<file path="config.mk">
export PLATFORM = sky130hd
export DESIGN_NAME = i2c_register_transaction_master
export DESIGN_NICKNAME = d
export VERILOG_FILES = /design/src/rtl/i2c_register_transaction_master.sv
export SDC_FILE = /design/constraint.sdc
export NUM_CORES = 1
export LEC_CHECK = 0
export CORE_UTILIZATION = 57
export DETAILED_ROUTE_END_ITERATION = 8
export MAX_ROUTING_LAYER = met4
export PLACE_DENSITY = 0.95
export SLEW_MARGIN = 30
export SYNTH_ARGS = -nofsm -noshare
export SYNTH_HDL_FRONTEND = slang
export SYNTH_SLANG_ARGS = --single-unit
</file>
<file path="constraint.sdc">
create_clock -name clock -period 3.9 [get_ports clock]
set_input_delay 0.78 -clock clock [delete_from_list [all_inputs] [get_ports clock]]
set_output_delay 0.78 -clock clock [all_outputs]
set_load 0.02 [all_outputs]
</file>
<file path="src/rtl/i2c_register_transaction_master.sv">
// I2C master running one register transaction per request: pointer write,
// optional repeated-START read or data write, with NACK abort to STOP.
`timescale 1ns/1ps
module i2c_register_transaction_master #(
    parameter int CLOCK_DIVIDE = 4,
    parameter int MAX_BYTES    = 4,
    parameter int COUNT_WIDTH  = 3
) (
    input  logic                   clock,
    input  logic                   reset_n,
    input  logic                   start_transfer,
    input  logic                   read_not_write,
    input  logic [6:0]             address,
    input  logic [7:0]             register_address,
    input  logic [COUNT_WIDTH-1:0] byte_count,
    input  logic [8*MAX_BYTES-1:0] write_data,
    output logic [8*MAX_BYTES-1:0] read_data,
    output logic                   busy,
    output logic                   done,
    output logic                   ack_error,
    output logic                   scl,
    output logic                   sda_out,
    output logic                   sda_dir,
    input  logic                   sda_in
);
    localparam int DIV_W = (CLOCK_DIVIDE > 1) ? $clog2(CLOCK_DIVIDE) : 1;
    localparam logic [DIV_W-1:0]       DIV_LAST = DIV_W'(CLOCK_DIVIDE - 1);
    localparam logic [DIV_W-1:0]       DIV_ONE  = DIV_W'(1);
    localparam logic [COUNT_WIDTH-1:0] MAX_CNT  = COUNT_WIDTH'(MAX_BYTES);
    localparam logic [COUNT_WIDTH-1:0] CNT_ONE  = COUNT_WIDTH'(1);

    typedef enum logic [3:0] {
        S_IDLE, S_START, S_ADDR_W, S_REG, S_WDATA, S_RSTART,
        S_ADDR_R, S_RDATA, S_ACK, S_MACK, S_STOP, S_DONE
    } state_t;

    state_t                   state_q, state_d, from_q, from_d;
    logic [DIV_W-1:0]         div_q;
    logic [1:0]               qtr_q;
    logic [2:0]               bit_q;
    logic [COUNT_WIDTH-1:0]   byte_q, count_q;
    logic                     rnw_q, nack_q, ack_error_q;
    logic [6:0]               addr_q;
    logic [7:0]               reg_q, rx_q, tx_byte;
    logic [8*MAX_BYTES-1:0]   wdata_q, rdata_q;
    logic                     tick_end, sample_pt, bit_end, last_bit, last_byte, data_scl, byte_state;

    assign tick_end   = (div_q == DIV_LAST);
    assign sample_pt  = tick_end && (qtr_q == 2'd1);
    assign bit_end    = tick_end && (qtr_q == 2'd3);
    assign last_bit   = (bit_q == 3'd7);
    assign last_byte  = ((byte_q + CNT_ONE) == count_q);
    assign data_scl   = (qtr_q == 2'd1) || (qtr_q == 2'd2);
    assign byte_state = (state_q == S_ADDR_W) || (state_q == S_REG) || (state_q == S_WDATA) ||
                        (state_q == S_ADDR_R) || (state_q == S_RDATA);

    assign busy      = (state_q != S_IDLE) && (state_q != S_DONE);
    assign done      = (state_q == S_DONE);
    assign ack_error = ack_error_q;
    assign read_data = rdata_q;

    always_comb begin
        tx_byte = 8'hFF;
        case (state_q)
            S_ADDR_W: tx_byte = {addr_q, 1'b0};
            S_ADDR_R: tx_byte = {addr_q, 1'b1};
            S_REG:    tx_byte = reg_q;
            S_WDATA:  tx_byte = wdata_q[int'(byte_q)*8 +: 8];
            default:  tx_byte = 8'hFF;
        endcase
    end

    always_ff @(posedge clock or negedge reset_n) begin
        if (!reset_n) begin
            state_q <= S_IDLE;
            from_q  <= S_IDLE;
        end else begin
            state_q <= state_d;
            from_q  <= from_d;
        end
    end

    always_comb begin
        state_d = state_q;
        from_d  = from_q;
        scl     = 1'b1;
        sda_out = 1'b1;
        sda_dir = 1'b1;
        case (state_q)
            S_IDLE:   if (start_transfer) state_d = S_START;
            S_START: begin
                sda_out = (qtr_q == 2'd0);
                scl     = (qtr_q <= 2'd1);
                if (bit_end) state_d = S_ADDR_W;
            end
            S_ADDR_W, S_REG, S_WDATA, S_ADDR_R: begin
                scl     = data_scl;
                sda_out = tx_byte[3'd7 - bit_q];
                if (bit_end && last_bit) begin
                    state_d = S_ACK;
                    from_d  = state_q;
                end
            end
            S_RDATA: begin
                scl     = data_scl;
                sda_dir = 1'b0;
                if (bit_end && last_bit) state_d = S_MACK;
            end
            S_ACK: begin
                scl     = data_scl;
                sda_dir = 1'b0;
                if (bit_end) begin
                    if (nack_q) state_d = S_STOP;
                    else begin
                        case (from_q)
                            S_ADDR_W: state_d = S_REG;
                            S_REG:    state_d = (count_q == '0) ? S_STOP : (rnw_q ? S_RSTART : S_WDATA);
                            S_WDATA:  state_d = last_byte ? S_STOP : S_WDATA;
                            S_ADDR_R: state_d = S_RDATA;
                            default:  state_d = S_STOP;
                        endcase
                    end
                end
            end
            S_MACK: begin
                scl     = data_scl;
                sda_out = last_byte;
                if (bit_end) state_d = last_byte ? S_STOP : S_RDATA;
            end
            S_RSTART: begin
                sda_out = (qtr_q <= 2'd1);
                scl     = data_scl;
                if (bit_end) state_d = S_ADDR_R;
            end
            S_STOP: begin
                sda_out = (qtr_q >= 2'd2);
                scl     = (qtr_q != 2'd0);
                if (bit_end) state_d = S_DONE;
            end
            S_DONE:   state_d = S_IDLE;
            default:  state_d = S_IDLE;
        endcase
    end

    // Timing counters restart at accept so every transaction begins on a quarter boundary.
    always_ff @(posedge clock or negedge reset_n) begin
        if (!reset_n) begin
            div_q       <= '0;
            qtr_q       <= '0;
            bit_q       <= '0;
            byte_q      <= '0;
            count_q     <= '0;
            rnw_q       <= 1'b0;
            addr_q      <= '0;
            reg_q       <= '0;
            wdata_q     <= '0;
            rdata_q     <= '0;
            rx_q        <= '0;
            nack_q      <= 1'b0;
            ack_error_q <= 1'b0;
        end else if (state_q == S_IDLE) begin
            div_q  <= '0;
            qtr_q  <= '0;
            bit_q  <= '0;
            byte_q <= '0;
            if (start_transfer) begin
                rnw_q       <= read_not_write;
                addr_q      <= address;
                reg_q       <= register_address;
                wdata_q     <= write_data;
                count_q     <= (byte_count > MAX_CNT) ? MAX_CNT : byte_count;
                ack_error_q <= 1'b0;
                if (read_not_write) rdata_q <= '0;
            end
        end else if (busy) begin
            div_q <= tick_end ? '0 : div_q + DIV_ONE;
            if (tick_end) qtr_q <= qtr_q + 2'd1;
            if (bit_end) bit_q <= byte_state ? bit_q + 3'd1 : 3'd0;
            if (sample_pt && state_q == S_RDATA) rx_q <= {rx_q[6:0], sda_in};
            if (sample_pt && state_q == S_ACK) nack_q <= sda_in;
            if (bit_end && last_bit && state_q == S_RDATA) rdata_q[int'(byte_q)*8 +: 8] <= rx_q;
            if (bit_end && state_q == S_ACK) begin
                if (nack_q) ack_error_q <= 1'b1;
                else if (from_q == S_WDATA) byte_q <= byte_q + CNT_ONE;
            end
            if (bit_end && state_q == S_MACK) byte_q <= byte_q + CNT_ONE;
        end
    end
endmodule

</file>
Yosys cells after proc, flatten, opt, wreduce, memory -nomap -nowiden
Cells that the tools add are included.
- bits in registers: 111
- bits of input ports: 55
- logic and storage cells: 150
- add/sub/neg operators: 6
- magnitude comparators: 4
- equality and inequality tests: 32
- shifts and indexed selects: 3
- mux-type cells: 49
- bitwise logic cells: 1
- reduce and logical (&&, ||, !) cells: 40
- operator list (kind ; number):
    2-to-1 mux 32 bit ; 5
    2-to-1 mux 4 bit ; 12
    2-to-1 mux 3 bit ; 11
    negation 6 -> 33 bit ; 1
    variable shift 8 x 33 -> 32 bit, first input constant ; 1
    variable part select 8 x 33 -> 32 bit ; 1
    bitwise mux 32 bit ; 1
    one-hot mux 4 bit (8 select lines) ; 1
    one-hot mux 8 bit (4 select lines) ; 1
    variable part select 32 x 7 -> 8 bit ; 1
    == test 4 x 3 -> 1 bit, second input constant ; 6
    == test 4 x 2 -> 1 bit, second input constant ; 4
    == test 4 bit, second input constant ; 4
    inequality test 2 bit, second input constant ; 8
    one-hot mux 4 bit (4 select lines) ; 1
    nonzero test 2 bit ; 7
    2-to-1 mux 2 bit ; 6
    AND reduction 4 bit ; 3
    logical AND 1 bit ; 9
    2-to-1 mux 1 bit ; 8
    AND reduction 2 bit ; 4
    AND reduction 8 bit ; 1
    OR reduction 8 bit ; 1
    adder 3 x 1 -> 3 bit, second input constant ; 2
    27 further kinds ; 36

Logic depth before layout (Yosys ltp)
- word-level depth: 9
- depth in mapped cells: 10
- depth with buffers taken out: 8

Worst setup path before layout
OpenSTA, ideal clock, no wires.
- kind: register to output
- start: reg byte_q[0]
- end: out sda_out
- arrival: 2031 ps
- data required time: 3120 ps
- slack: 1089 ps
- cell stages (with the launch flop): 9
- cell sequence: dfrtp_1 buf_2 inv_2 ha_1 xnor2_2 nand3_2 nor3_1 nor2_1 o2111ai_1
- word-level cells in the longest chain between the ends: 5
- elaborated cells between the ends (all ways): 7
- classes of those cells: add/sub: 1; eq/ne: 1; shift: 1; mux: 4
- ends and longest elaborated chain (element ; RTL line ; text):
    start: declaration ; 41 ; logic [COUNT_WIDTH-1:0] byte_q, count_q;
    start signal: assignment ; 184 ; else if (from_q == S_WDATA) byte_q <= byte_q + CNT_ONE;
    start signal: assignment ; 186 ; if (bit_end && state_q == S_MACK) byte_q <= byte_q + CNT_ONE;
    variable part select 32 x 7 -> 8 bit ; 68 ; S_WDATA: tx_byte = wdata_q[int'(byte_q)*8 +: 8];
    one-hot mux 8 bit (4 select lines) ; 64 ; case (state_q)
    binary-select mux 1 bit (select 3 bit) ; 98 ; sda_out = tx_byte[3'd7 - bit_q];
    2-to-1 mux 1 bit (not written as such) ; 98 ;
    one-hot mux 1 bit (5 select lines) (*) ; 89 ; case (state_q)
    end: declaration ; 22 ; output logic sda_out,
Every way passes the cells marked *; elsewhere a longest branch is shown, timed or not. The select of a mux whose other input is x is not followed.

Worst setup path in the final report
- start: reg state_q[3]
- end: out sda_out
- word-level cells in the longest chain between the ends: 5
- elaborated cells between the ends (all ways): 13
- classes of those cells: eq/ne: 8; mux: 4; reduce/logical: 1
- ends and longest elaborated chain (element ; RTL line ; text):
    start: declaration ; 37 ; state_t state_q, state_d, from_q, from_d;
    start signal: assignment ; 78 ; state_q <= state_d;
    == test 4 x 3 -> 1 bit or == test 4 x 2 -> 1 bit (tied branches) ; 64, 89 ;
    one-hot mux 8 bit (4 select lines) ; 64 ;
    binary-select mux 1 bit (select 3 bit) ; 98 ;
    2-to-1 mux 1 bit (not written as such) ; 98 ;
    one-hot mux 1 bit (5 select lines) (*) ; 89 ;
Marks and branches as above.

==> metrics.txt <==
Final Max Slew Viols=0; met3 Usage GRT=0.0457; Distinct cells, synth=58; P_sw=0.00167 W; DRT iter0 DRCs=238; CTS root buffer=clkbuf_8; post-synthesis xor/xnor area fraction=0.0118; pwr dens=628 nW/um2; share of cells above drive strength 1=0.0886; CTS tree=yes; Leak=~2.9 nW; post-synthesis sequential area ratio=0.512; Port Buffers=92; Synth Area in Compound Gates=0.131; die height=around 100 um; max-cap viol count=0; Cells after Synth=between 400 and 500; main area contributors after synthesis=dfrtp_1 (51%), mux2_1 (12%), nand2_1 (5.5%); Routed WL=~13000 um; gr ovfl total=0; largest family of logic cells by synthesized area=multiplexers; Tmin final=about 3.7 ns; CTS Buf Count=9; max incr delay on CP=roughly 0.65 ns; Clk network pwr share=0.167; Crit path arrival time=2.92 ns; fraction of synthesized area in multiplexers=0.154; Area Overhead vs Synth=23.8%; GR Util All Layers=0.295; Mapped Area=about 5400 um2; hold_ws=0.479 ns; final period utilization=0.949; Diodes inserted=0; GRT busiest layer=met2; most frequent cells in the layout=dfrtp_1 (110), clkdlybuf4s50_1 (91), nand2_1 (79); largest net degree at the start of global routing=slightly below 70; Yosys reg bits=111; CP max-delay cell=clkdlybuf4s50_1; Pre-antenna DRT Iters=4; Worst VDD drop=0.412 mV; Clock Tree Buf Depth=2; I/O pin total=between 90 and 100; yosys warns=0; Post-synth EDFFs=0; clk_skew=approximately 0.018 ns; Std-Cell Rows=35; Slew @ Worst Pin=0.940 ns; Worst Path Required=3.12 ns; Max Freq=roughly 0.27 GHz; CP endpoint kind=output port; # setup viols final=0; RR Endpoint=read_data[13]; # fillers=approximately 630; final net count=between 600 and 700; die width=between 90 and 100 um; cell taking the most area after synthesis=dfrtp_1; grt met1 use=0.362; Detailed Place HPWL=9880 um; Yosys top cell area share=0.512; Hold Violations, Final=0; CP Launch Type=flop; most common cell after layout, fill and taps aside=dfrtp_1; Total Power=roughly 0.0042 W; die area=9910 um2; core box area=9240 um2; CTS clock-pin slew for the worst setup and hold paths=about 0.13 ns; internal power=about 0.0026 W; Switching Fraction=0.395; RSZ-0062 raised after global routing=no; number of global-route vias before repair=between 4000 and 5000; met2 Track Usage GR=0.485; syn_nets=560; initial antenna violation count=0; max_slew headroom=0.369; Vias/cell=5.91; reg2reg start=bit_q[0]; Mapped Avg Cell Area=11.0 um2; drt drc=0; status=finished, final reports clean; Setup TNS=0 ns; first-pass GRT wire length=21600 um; WL per Instance=18.4 um; Finished Core Util=0.727; WS Path Type=reg2out; Max FO, Critical Path=17; Hold/Removal Path Class=in2async; Final ANT Viol Nets=0; initial core utilization=0.587; latest clock arrival within the worst-skew pair=roughly 0.38 ns; Post-synth ARST share=1.00; area share of fa/ha/maj cells after synthesis=0.0300; top_reg_cell synth=dfrtp_1; Clock Sinks=~110; CTS HTree Levels=3; Vias=between 4000 and 5000; Reg2Reg Setup Slack=between 1 and 1.5 ns; sequential power share=0.420; simple-gate share of the synthesized area=0.133; Comb power frac=0.413; FF-to-FF path depth=7; gpl congestion=a little under 1; Critical Path, Cell by Cell=nor3b_4, a21oi_1, a22oi_1, o21ai_0, a211o_1, o2111ai_1, clkdlybuf4s50_1; Post-CTS Hold Buffers=0
-- repair_timing --
| item | 4_1_cts | 5_1_grt |
|---|---|---|
| hold endpoints to repair | 0 | 0 |
| setup buffers | 0 | 0 |
| resized for setup | 2 | 3 |
| setup endpoints to repair | 1 | 1 |
-- critical path: cells and delay by family, from the launching register on --
kind | cells | cell delay [ns]
buffers and inverters | 1 | 0.65
flip-flops | 1 | 0.55
AND/OR/NAND/NOR | 1 | 0.42
AO/OA/AOI/OAI | 5 | 0.93
-- logic make-up (layout without fill, tap and decap cells) --
family / count (synthesis) / in the layout
AOI/OAI and AO/OA: 107 / 107
xor gates and xnor gates: 4 / 4
adders and majority gates: 13 / 13
buffers and inverters: 38 / 133
DFF: 111 / 111
muxes: 66 / 66
and+or+nand+nor: 153 / 153
-- cell type report --
type,count,area [um2],share of cell area
multi-input combinational,343,2510,0.373
sequential,111,2780,0.414
clock inverter,7,85.1,0.0127
tap,129,161,0.0240
timing repair buffer,101,1000,0.149
clock buffer,9,124,0.0184
inverter,16,60.1,0.00894
-- worst max path at each step --
| stage | startpoint | to | depth (start not counted) |
|---|---|---|---|
| after floorplan | byte_q[0] | sda_out | 8 |
| after global placement | state_q[3] | sda_out | 7 |
| after detailed placement | state_q[3] | sda_out | 7 |
| after CTS | state_q[3] | sda_out | 7 |
| after global routing | byte_q[0] | sda_out | 7 |
| final | state_q[3] | sda_out | 7 |
-- through the flow --
step / cell area, um2 / cells / setup slack, ns
2_1_floorplan: 5430 / 492 / 1.09
3_3_place_gp: 6490 / 700 / 0.546
3_5_place_dp: 6490 / 700 / 0.495
4_1_cts: 6710 / 716 / 0.0926
5_1_grt: 6720 / 716 / 0.0290
6_report: 6720 / 716 / 0.200
-- power by group through the flow --
stage	logic [W]	registers [W]	clock network [W]
after detailed placement	0.00172	0.00178	0
after global placement	0.00166	0.00174	0
final	0.00174	0.00177	0.000704
after CTS	0.00173	0.00176	0.000709
after floorplan	0.00125	0.00165	0
after global routing	0.00190	0.00180	0.000764
-- per-layer routing --
metal	vias up	wire length, um
li1	1942	-
met1	2050	5430
met2	193	6630
met3	47	659
met4	0	467
met5	-	0
-- flip-flops by register name, indices dropped and copies added (netlist names), 4 cells and up --
| signal | count |
|---|---|
| state_q | 4 |
| from_q | 4 |
| addr_q | 7 |
| wdata_q | 32 |
| rx_q | 8 |
| read_data | 32 |
| reg_q | 8 |
-- cells in the mapped netlist (2+ instances only) --
cell type	n
buf_2	12
a311oi_1	2
dfrtp_1	111
a22o_1	11
a211oi_1	2
inv_1	11
nor2_1	23
nor2b_1	3
nor3b_2	2
mux2_1	57
a21o_1	5
nand2b_1	7
nor3_1	7
inv_2	4
clkbuf_1	10
and2_1	3
nand2_1	80
a221oi_1	3
a21oi_1	10
and3_1	5
nand3_1	10
o21ai_0	15
a32oi_1	5
mux4_2	8
ha_1	13
nor4_1	2
o2111ai_1	2
or4_1	2
o21ai_1	37
a31oi_1	2
Power figures use the tool's default switching activity.
